==> config.mk <==
export PLATFORM = sky130hd
export DESIGN_NAME = invmat_feeder
export DESIGN_NICKNAME = d
export VERILOG_FILES = /design/src/rtl/invmat_feeder.sv
export SDC_FILE = /design/constraint.sdc
export NUM_CORES = 2
export LEC_CHECK = 0
export CORE_AREA = 2 2 478 480
export CTS_BUF_LIST = sky130_fd_sc_hd__clkbuf_4
export DETAILED_ROUTE_END_ITERATION = 8
export DIE_AREA = 0 0 480 482
export PLACE_DENSITY_LB_ADDON = 0.3
export SLEW_MARGIN = 20
export SYNTH_ARGS = -nofsm -noshare
export SYNTH_HDL_FRONTEND = slang
export SYNTH_SLANG_ARGS = --single-unit
==> constraint.sdc <==
create_clock -name clk -period 44.1 [get_ports clk]
set_clock_uncertainty 0.15 [all_clocks]
set_input_delay 8.82 -clock clk [delete_from_list [all_inputs] [get_ports clk]]
set_output_delay 8.82 -clock clk [all_outputs]
set_load 0.01 [all_outputs]
==> src/rtl/invmat_feeder.sv <==
// Row-major element stream to flat N x N matrix bus for the matrix inverter.
// Frames are checked for length, and the number of matrices in flight is capped.
module invmat_feeder #(
  parameter int MAT_SIZE   = 5,
  parameter int MAT_DWIDTH = 46,
  parameter int MAX_OUT    = 2
) (
  input  logic                                     clk,
  input  logic                                     reset,
  input  logic [MAT_DWIDTH-1:0]                    s_data,
  input  logic                                     s_valid,
  input  logic                                     s_last,
  output logic                                     s_ready,
  input  logic                                     inv_ready,
  input  logic                                     inv_out_vld,
  output logic [MAT_DWIDTH*MAT_SIZE*MAT_SIZE-1:0]  mat_in,
  output logic                                     mat_vld,
  output logic [$clog2(MAX_OUT+1)-1:0]             outstanding,
  output logic                                     frame_err,
  output logic [15:0]                              mat_count
);

  localparam int NN   = MAT_SIZE * MAT_SIZE;
  localparam int IDXW = $clog2(NN);
  localparam int OW   = $clog2(MAX_OUT + 1);
  localparam logic [IDXW-1:0] LAST_IDX = IDXW'(NN - 1);
  localparam logic [OW-1:0]   CAP      = OW'(MAX_OUT);

  typedef enum logic [1:0] {
    FILL       = 2'd0,
    HOLD       = 2'd1,
    HOLD_DRAIN = 2'd2,
    DRAIN      = 2'd3
  } state_t;

  state_t state, state_nxt;

  logic [IDXW-1:0]             idx, idx_nxt;
  logic [MAT_DWIDTH-1:0]       asm_mem [NN];
  logic [NN*MAT_DWIDTH-1:0]    asm_flat;
  logic                        accept;
  logic                        can_issue;
  logic                        issue;
  logic                        store;
  logic                        err;
  logic                        done;

  // Ready depends on state only; forced low while reset is held.
  assign s_ready   = ~reset & ((state == FILL) | (state == DRAIN));
  assign accept    = s_valid & s_ready;
  assign can_issue = inv_ready & (outstanding < CAP);
  assign done      = inv_out_vld & (outstanding != '0);

  for (genvar k = 0; k < NN; k++) begin : g_flat
    assign asm_flat[k*MAT_DWIDTH +: MAT_DWIDTH] = asm_mem[k];
  end

  // NOTE: every signal driven here gets a default first so no path leaves one unassigned and no latch is inferred.
  always_comb begin
    state_nxt = state;
    idx_nxt   = idx;
    issue     = 1'b0;
    store     = 1'b0;
    err       = 1'b0;
    unique case (state)
      FILL: begin
        if (accept) begin
          store = 1'b1;
          if (idx == LAST_IDX) begin
            idx_nxt   = '0;
            err       = ~s_last;
            state_nxt = s_last ? HOLD : HOLD_DRAIN;
          end else if (s_last) begin
            idx_nxt = '0;
            err     = 1'b1;
          end else begin
            idx_nxt = idx + 1'b1;
          end
        end
      end
      HOLD, HOLD_DRAIN: begin
        if (can_issue) begin
          issue     = 1'b1;
          state_nxt = (state == HOLD) ? FILL : DRAIN;
        end
      end
      DRAIN: begin
        if (accept && s_last) state_nxt = FILL;
      end
      default: state_nxt = FILL;
    endcase
  end

  // NOTE: clocked state uses non-blocking assignments so every flop samples pre-edge values.
  always_ff @(posedge clk or posedge reset) begin
    if (reset) begin
      state       <= FILL;
      idx         <= '0;
      mat_in      <= '0;
      mat_vld     <= 1'b0;
      frame_err   <= 1'b0;
      mat_count   <= '0;
      outstanding <= '0;
    end else begin
      state     <= state_nxt;
      idx       <= idx_nxt;
      mat_vld   <= issue;
      frame_err <= err;
      if (issue) begin
        mat_in    <= asm_flat;
        mat_count <= mat_count + 16'd1;
      end
      unique case ({issue, done})
        2'b10:   outstanding <= outstanding + 1'b1;
        2'b01:   outstanding <= outstanding - 1'b1;
        default: outstanding <= outstanding;
      endcase
    end
  end

  // NOTE: the assembly array is not reset; idx restarts at 0, so stale entries are always overwritten before issue.
  always_ff @(posedge clk) begin
    if (store) asm_mem[idx] <= s_data;
  end

endmodule

==> reports/metrics.csv <==
metric;value;unit
row_count;175;
cts_tree;yes;
cp.required;35.13;ns
period_minus_slack;19.30;ns
min_period_over_period;43.8;%
worst_pin_slew;1.20;ns
grt_overflow;0;
vias;52557;
cts_made_buffers;614;
cp_slowest_stage_delay;0.60;ns
power_density;73.0;nW/um2
end_kind;primary output;
holdPathStages;2;
post_route_cells_drive_above_1_share;14.3;%
p_leak;45.1;nW
layout_common_cells;3468 x nand2_1, 1189 x clkdlybuf4s50_1, 1177 x dfrtp_1, 1150 x edfxtp_1, 977 x clkbuf_4;
max_freq;51.8;MHz
synthArstFlopShare;50.6;%
fillers;20682;
die_y;482;um
area_delta_synth_final;30.0;%
antenna_found_initial;22;
switching_share;34.2;%
post_cts_buffers;0;
crit_chain;clkdlybuf4s50_1, nor2_1, clkdlybuf4s50_1;
root_buffer;clkbuf_4;
ff2ff_path_depth;11;
drc;0;
drt-total-wl;265000;um
final_cell_area;103000;um2
max_cap_violations;0;
min_path_type;register to register;
syn_nets;6229;
synth_cell_types;36;
path_clk_slew;0.06;ns
synthFlopType;dfrtp_1;
synthCells;6168;
start_util;34.9;%
multi_input_area;13900;um2
grt_max_degree;197;
route.met3.wl;26100;um
nets;7897;
worst_r2r_endpoint;mat_in[953]$_DFFE_PP0P_;
yosysSeqAreaShare;80.9;%
vias_per_cell;4.64;
io_pins;1223;
p_int;4.94;mW
cp_max_fo;6;
hold_start;asm_mem[16][27]$_DFFE_PP_;
yosys_warnings;0;
peakVddDrop;0.0743;mV
synth_edf_count;1150;
highest_layer;met5;
ctsHoldBuffers;0;
outcome;finished, final reports clean;
cts_htree_levels;6;
pwr-share-clk;26.1;%
syn_area;79100;um2
wl_met2;122000;um
io_buffer_count;1222;
wl_met1;107000;um
ant_nets;0;
cpMostUsedCell;clkdlybuf4s50_1;
die-area;231000;um2
rsz0062_at_grt;false;
clock_latency;1.32;ns
worst_slack;24.80;ns
grt_pass1_vias;52704;
setup_viol;0;
clk_path_buf_depth;4;
gp_congestion;0.814;
wl_per_cell;23.4;um
drt_iter0_markers;4477;
die_w;480;um
grtUsageTotal;22.4;%
grt_pass1_wl;372000;um
hold_violations;0;
slew_headroom;20.0;%
comb_power_share;31.7;%
synth_area_per_cell;12.8;um2
cp.arrival;10.33;ns
start_kind;input port;
synth_seq_cells;2327;
seq_area;64000;um2
cts.sinks;2327;
p_switching;2.56;mW
postPlaceCellArea;94600;um2
dp_slack;24.75;ns
reg2reg_slack;37.66;ns
cts_resized;0;
setup_tns;0;ns
drt-pass1-iter-count;5;
worstReg2RegStart;state[0]$_DFFE_PP0P_;
hold_end;mat_in[763]$_DFFE_PP0P_;
layout_commonest_cell;nand2_1;
maxSlewViolCount;0;
place_hpwl;160000;um
critPathSlowestCell;clkdlybuf4s50_1;
path_class;input port to primary output;
core;226000;um2
seqPwrFrac;42.1;%
==> sequential cells by signal, indices dropped and copies added, names as in the netlist <==
name / cells
asm_mem: 1150
mat_count: 16
mat_vld: 1
mat_in: 1150
frame_err: 1
state: 2
outstanding: 2
idx: 5
==> metrics by stage <==
stage	hold WS (ns)	power, mW	cells	utilization, %
2_1_floorplan	0.265	4.10	6168	-
3_3_place_gp	0.267	5.53	10225	41.8
3_5_place_dp	0.270	5.58	10228	41.8
4_1_cts	0.200	7.57	11321	45.4
5_1_grt	0.225	7.92	11331	45.4
6_report	0.209	7.50	11333	45.4
==> metal layers <==
layer | vias to the layer above | track usage, %
met5 | - | 0
met4 | 6 | 9.87
met3 | 460 | 7.95
met2 | 2353 | 34.9
met1 | 26151 | 28.2
li1 | 23587 | -
==> cell usage after synthesis (4+ instances only) <==
cell type	number	area share [%]
edfxtp_1	1150	44
inv_1	7	0.033
buf_2	228	1.4
ha_1	9	0.14
nor2_1	32	0.15
nand4_1	6	0.047
clkbuf_1	10	0.047
xor2_1	6	0.066
buf_4	19	0.18
nand3_1	5	0.032
dfrtp_1	1177	37
nand2_1	3468	16
o21ai_0	4	0.025
xnor2_1	14	0.16
==> power by group through the flow <==
stage | sequential [mW] | clock [mW] | combinational (mW)
after floorplan | 3.31 | 0 | 0.784
after global placement | 3.18 | 0 | 2.36
after detailed placement | 3.19 | 0 | 2.39
after CTS | 3.16 | 2.02 | 2.40
after global routing | 3.20 | 2.13 | 2.59
final | 3.16 | 1.96 | 2.38
==> final cells by class <==
class / count / area share [%]
clock inverters: 116 / 0.768
repair buffers: 1312 / 12.6
clock buffers: 977 / 7.13
inverters: 8 / 0.0438
diodes: 11 / 0.0268
multi-input cells: 3573 / 13.6
flip-flops and latches: 2327 / 62.2
well taps: 3009 / 3.66
==> worst max path at each step <==
| stage | cells past startpoint | endpoint | slack, ns | start |
|---|---|---|---|---|
| finish | 3 | s_ready | 24.80 | reset |
| floorplan | 1 | frame_err$_DFF_PP0_ | 1.98 | reset |
| global placement | 3 | s_ready | 24.75 | reset |
| CTS | 3 | s_ready | 24.74 | reset |
| detailed placement | 3 | s_ready | 24.75 | reset |
| global route | 3 | s_ready | 24.74 | reset |
==> critical path, delay by kind of cell <==
family / cells / cell delay, ns
AND/OR/NAND/NOR: 1 / 0.32
buffers and inverters: 2 / 1.18
==> kinds of logic after synthesis <==
| group | after synthesis | share of synthesized area [%] |
|---|---|---|
| flops | 2327 | 80.9 |
| xor+xnor | 20 | 0.221 |
| simple gates | 3529 | 16.9 |
| buf+inv | 268 | 1.72 |
| compound gates | 11 | 0.0902 |
| mux | 4 | 0.0522 |
| fa+ha+maj | 9 | 0.142 |
Power figures use the tool's default switching activity.
